<file path="src/rtl/dmem_arb_pkg.sv">
// Shared types and helpers for the data-memory arbiter (dmem_arbiter).
package dmem_arb_pkg;

  typedef enum logic {
    OWN_CPU = 1'b0,
    OWN_DMA = 1'b1
  } owner_e;

  // Burst counter must hold 0..MAX_BURST inclusive.
  function automatic int burst_w(input int max_burst);
    return (max_burst < 1) ? 1 : $clog2(max_burst + 1);
  endfunction

endpackage

</file>
<file path="src/rtl/dmem_arb_perf.sv">
// Saturating performance counter bank for dmem_arbiter (built only with DMEM_ARB_PERF_EN).
module dmem_arb_perf #(
  parameter int CNT_W = 16
) (
  input  logic             clk,
  input  logic             reset,
  input  logic             clr,
  input  logic             inc_stall,
  input  logic             inc_dma,
  input  logic             inc_contend,
  output logic [CNT_W-1:0] cnt_stall,
  output logic [CNT_W-1:0] cnt_dma,
  output logic [CNT_W-1:0] cnt_contend
);

  always_ff @(posedge clk or negedge reset) begin
    if (!reset) begin
      cnt_stall   <= '0;
      cnt_dma     <= '0;
      cnt_contend <= '0;
    end else if (clr) begin
      cnt_stall   <= '0;
      cnt_dma     <= '0;
      cnt_contend <= '0;
    end else begin
      if (inc_stall && (cnt_stall != '1))
        cnt_stall <= cnt_stall + 1'b1;
      if (inc_dma && (cnt_dma != '1))
        cnt_dma <= cnt_dma + 1'b1;
      if (inc_contend && (cnt_contend != '1))
        cnt_contend <= cnt_contend + 1'b1;
    end
  end

endmodule

</file>
<file path="src/rtl/dmem_arbiter.sv">
// Round-robin, burst-bounded arbiter sharing dmem between the CPU and DMA ports.
// Optional perf counters are built when DMEM_ARB_PERF_EN is defined.
//
//   owner   | meaning
//   OWN_CPU | CPU won the most recent grant (reset value)
//   OWN_DMA | DMA won the most recent grant
//   burst_cnt counts consecutive grants to owner, saturating at MAX_BURST.
module dmem_arbiter
  import dmem_arb_pkg::*;
#(
  parameter int MAX_BURST = 4,
  parameter int CNT_W     = 16
) (
  input  logic             clk,
  input  logic             reset,
  input  logic             cpu_req,
  input  logic             cpu_we,
  input  logic [31:0]      cpu_addr,
  input  logic [31:0]      cpu_wdata,
  output logic             cpu_gnt,
  output logic             cpu_stall,
  output logic [31:0]      cpu_rdata,
  input  logic             dma_req,
  input  logic             dma_we,
  input  logic [31:0]      dma_addr,
  input  logic [31:0]      dma_wdata,
  output logic             dma_gnt,
  output logic [31:0]      dma_rdata,
  output logic             mem_we,
  output logic [31:0]      mem_addr,
  output logic [31:0]      mem_wdata,
  input  logic [31:0]      mem_rdata
`ifdef DMEM_ARB_PERF_EN
  ,
  input  logic             perf_clr,
  output logic [CNT_W-1:0] perf_cpu_stall,
  output logic [CNT_W-1:0] perf_dma_gnt,
  output logic [CNT_W-1:0] perf_contend
`endif
);

  localparam int BW = burst_w(MAX_BURST);

  owner_e        owner;
  logic [BW-1:0] burst_cnt;
  logic          both_req;
  logic          burst_full;
  logic          owner_won;

  always_comb begin
    both_req   = cpu_req & dma_req;
    burst_full = (burst_cnt >= BW'(MAX_BURST));
    cpu_gnt    = 1'b0;
    dma_gnt    = 1'b0;
    // Gating with reset keeps a write from landing while reset is asserted.
    if (reset) begin
      if (both_req) begin
        if ((owner == OWN_CPU) != burst_full) cpu_gnt = 1'b1;
        else                                  dma_gnt = 1'b1;
      end else begin
        cpu_gnt = cpu_req;
        dma_gnt = dma_req;
      end
    end
    owner_won = (cpu_gnt && owner == OWN_CPU) || (dma_gnt && owner == OWN_DMA);
  end

  always_comb begin
    mem_we    = dma_gnt ? dma_we    : (cpu_gnt & cpu_we);
    mem_addr  = dma_gnt ? dma_addr  : cpu_addr;
    mem_wdata = dma_gnt ? dma_wdata : cpu_wdata;
    cpu_stall = cpu_req & ~cpu_gnt;
    cpu_rdata = mem_rdata;
    dma_rdata = mem_rdata;
  end

  always_ff @(posedge clk or negedge reset) begin
    if (!reset) begin
      owner     <= OWN_CPU;
      burst_cnt <= '0;
    end else if (cpu_gnt || dma_gnt) begin
      if (owner_won) begin
        if (!burst_full) burst_cnt <= burst_cnt + 1'b1;
      end else begin
        owner     <= dma_gnt ? OWN_DMA : OWN_CPU;
        burst_cnt <= BW'(1);
      end
    end else begin
      burst_cnt <= '0;
    end
  end

`ifdef DMEM_ARB_PERF_EN
  dmem_arb_perf #(.CNT_W(CNT_W)) u_perf (
    .clk         (clk),
    .reset       (reset),
    .clr         (perf_clr),
    .inc_stall   (cpu_stall),
    .inc_dma     (dma_gnt),
    .inc_contend (both_req),
    .cnt_stall   (perf_cpu_stall),
    .cnt_dma     (perf_dma_gnt),
    .cnt_contend (perf_contend)
  );
`endif

endmodule

</file>
<file path="config.mk">
export PLATFORM = sky130hd
export DESIGN_NAME = dmem_arbiter
export DESIGN_NICKNAME = d
export VERILOG_FILES = /design/src/rtl/dmem_arb_pkg.sv /design/src/rtl/dmem_arb_perf.sv /design/src/rtl/dmem_arbiter.sv
export SDC_FILE = /design/constraint.sdc
export NUM_CORES = 1
export LEC_CHECK = 0
export BUFFER_PORTS_ARGS = -buffer_cell sky130_fd_sc_hd__buf_2
export CAP_MARGIN = 10
export CORE_AREA = 2 2 116 118
export CTS_CLUSTER_DIAMETER = 30
export DETAILED_ROUTE_END_ITERATION = 8
export DIE_AREA = 0 0 118 120
export PLACE_DENSITY = 0.45
export SETUP_SLACK_MARGIN = 0.4
export SYNTH_ARGS = -nofsm -noshare
export SYNTH_HDL_FRONTEND = slang
export SYNTH_HIERARCHICAL = 1
export SYNTH_SLANG_ARGS = --single-unit
</file>
<file path="constraint.sdc">
create_clock -name clk -period 2.8 [get_ports clk]
set_clock_uncertainty 0.1 [all_clocks]
set_input_delay 0.14 -clock clk [delete_from_list [all_inputs] [get_ports clk]]
set_output_delay 0.14 -clock clk [all_outputs]
set_load 0.01 [all_outputs]
</file>
==> flow_metrics.env <==
export IMPL_status="finished, final reports clean"
export IMPL_critPathLaunchType="input port"
export IMPL_yosysTopAreaCell="mux2_4"
export IMPL_final_common_cell="buf_2"
export IMPL_area_growth_pct=38.58
export IMPL_ys_warn_count=6
export IMPL_initial_core_util=0.1444
export IMPL_fin_setup_tns_ps=0
export IMPL_wl_um=6483
export IMPL_synth_ff_type="dfrtp_1"
export IMPL_r2r_end="burst_cnt[1]"
export IMPL_dieArea_um2=14160
export IMPL_drc=0
export IMPL_maxCapViolCount=0
export IMPL_p_per_area_nw_per_um2=269.0
export IMPL_clkSinkCount=4
export IMPL_crit_fanout=27
export IMPL_fin_crit_sh=0.8180
export IMPL_min_to="cpu_rdata[15]"
export IMPL_insertion_delay_ps=220
export IMPL_worstHoldStart="mem_rdata[15]"
export IMPL_drt_pass1_iter_count=3
export IMPL_r2r_worst_path_cells=3
export IMPL_setup_violations=0
export IMPL_pin_count=298
export IMPL_overflow=0
export IMPL_cp_end_kind="primary output"
export IMPL_cts_buffer_depth=2
export IMPL_grt_max_degree=55
export IMPL_post_place_ws_ps=763.5
export IMPL_synth_cells=176
export IMPL_clock_root_buffer="clkbuf_16"
export IMPL_vias=1770
export IMPL_place_inst=479
export IMPL_period_needed_ps=2290
export IMPL_ys_seq_elements=4
export IMPL_layout_nets=478
export IMPL_drv_slew=0
export IMPL_min_path_type="in -> out"
export IMPL_crit_arrival_ps=2050
export IMPL_antenna_found_initial=0
export IMPL_netlist_area_leader_share=0.3925
export IMPL_hold_viol=0
export IMPL_dp_final_hpwl_um=5513
export IMPL_synth_area_leaders="mux2_4, buf_4, mux2_2"
export IMPL_cts_buffers=3
export IMPL_htree_num_levels=1
export IMPL_postSynth_asyncResetShare=1.000
export IMPL_fmax_mhz=436.6
export IMPL_fill_cells=1450
export IMPL_rsz0062_at_grt="yes"
export IMPL_regToRegStartpoint="burst_cnt[2]"
export IMPL_die_height_um=120
export IMPL_maxSlewHeadroom=0.7507
export IMPL_final_cell_mix="buf_2, mux2_4, mux2_2"
export IMPL_syn_num_nets=344
export IMPL_routabilityCongestion=0.8524
export IMPL_port_buffers=201
export IMPL_drive_gt1_frac=0.8701
export IMPL_wl_per_cell_um=13.39
export IMPL_fp_dieW_um=118
export IMPL_synthesis_area_um2=1874
export IMPL_first_iter_violations=22
export IMPL_track_usage=0.07840
export IMPL_peakVddDrop_uv=400.9
export IMPL_vias_per_cell=3.657
export IMPL_critical_path_class="in -> out"
export IMPL_r2r_setup_slack_ps=1550
export IMPL_grt_pass1_wl_um=8873
export IMPL_cp_required_ps=2560
export IMPL_setup_ws_ps=509.7
export IMPL_yosysUniqueCellTypes=29
export IMPL_row_count=42
export IMPL_worst_pin_slew_ps=374.0
export IMPL_syn_avg_cell_area_um2=10.65
export IMPL_hold_depth=0
export IMPL_synth_seq_area_share=0.05340
export IMPL_synth_edf_count=0
export IMPL_ant_nets=0
export IMPL_place_area_um2=2492
export IMPL_core_area_um2=12980
export IMPL_cts_tree="built"
export IMPL_first_global_vias=1751
export IMPL_fin_cells=484
export IMPL_power_leakage_nw=1.412
export IMPL_n_antenna_cell=0
export IMPL_fin_area_um2=2597
## report_power, final
part / total (mW) / leakage, nW / switching (mW) / internal, mW
registers: 0.0695 / 0.0530 / 0.00745 / 0.0620
logic: 0.408 / 1.32 / 0.168 / 0.240
clock network: 0.221 / 0.0370 / 0.0385 / 0.182
## through the flow
step,power [mW],hold WS [ps],util
finish,0.6987,180.0,0.2001
detailed placement,0.4768,-87.00,0.1920
global route,0.7393,180.1,0.2001
CTS,0.7031,180.1,0.1986
global placement,0.4731,-96.38,0.1920
floorplan,0.4051,-255.6,-
## how the worst max path moves through the flow
| stage | cells after the start | slack [ps] | to | startpoint |
|---|---|---|---|---|
| 2_1_floorplan | 6 | 1120 | mem_wdata[14] | burst_cnt[2] |
| 3_3_place_gp | 5 | 800 | mem_wdata[26] | owner |
| 3_5_place_dp | 5 | 760 | mem_wdata[26] | owner |
| 4_1_cts | 7 | 450 | mem_wdata[29] | reset |
| 5_1_grt | 7 | 380 | mem_wdata[22] | reset |
| 6_report | 7 | 510 | mem_wdata[22] | reset |
## timing repair
action | in CTS | in global routing
setup endpoints to repair | 0 | 37
hold buffers | 1 | 0
hold endpoints to repair | 4 | 0
resized for setup | 0 | 3
buffers inserted | 0 | 0
## cells in the mapped netlist (2+ instances only)
master and number:
a21oi_1 3, mux2_1 5, o21ai_0 2, nor2_1 5
mux2_2 10, ha_1 2, dfrtp_1 4, buf_12 5
a21boi_0 3, buf_4 66, inv_1 3, mux2_4 49
o21a_1 2, mux2i_1 2
## cell type report
| cell class | instances | area, um^2 | area share |
|---|---|---|---|
| multi-input combinational | 93 | 1127 | 0.4340 |
| sequential | 4 | 100.1 | 0.03854 |
| clock buffer | 3 | 75.07 | 0.02890 |
| inverter | 3 | 11.26 | 0.004335 |
| tap | 176 | 220.2 | 0.08478 |
| timing repair buffer | 205 | 1064 | 0.4094 |
## registers in the layout (all words and copies together) (netlist names)
name	count
burst_cnt	3
owner	1
## cell families after synthesis
kind of cell,after synthesis,synth area share
xor gates and xnor gates,1,0.01469
AOI/OAI and AO/OA,15,0.05875
adders and majority gates,2,0.01335
buffers and inverters,79,0.3451
muxes,66,0.4933
DFF,4,0.05341
and+or+nand+nor,9,0.02136
## metal layers
layer / track usage / share of wire
met1: 0.08448 / 0.38
met2: 0.1432 / 0.48
met3: 0.04183 / 0.14
met4: 0.002259 / 0
met5: 0 / 0
## critical path: stages
cell	delay, ps
dlygate4sd3_1	510
buf_2	250
nand2_1	130
a21oi_4	210
buf_8	320
mux2_4	330
buf_2	150
No activity file was read; power rests on OpenSTA's default activity.
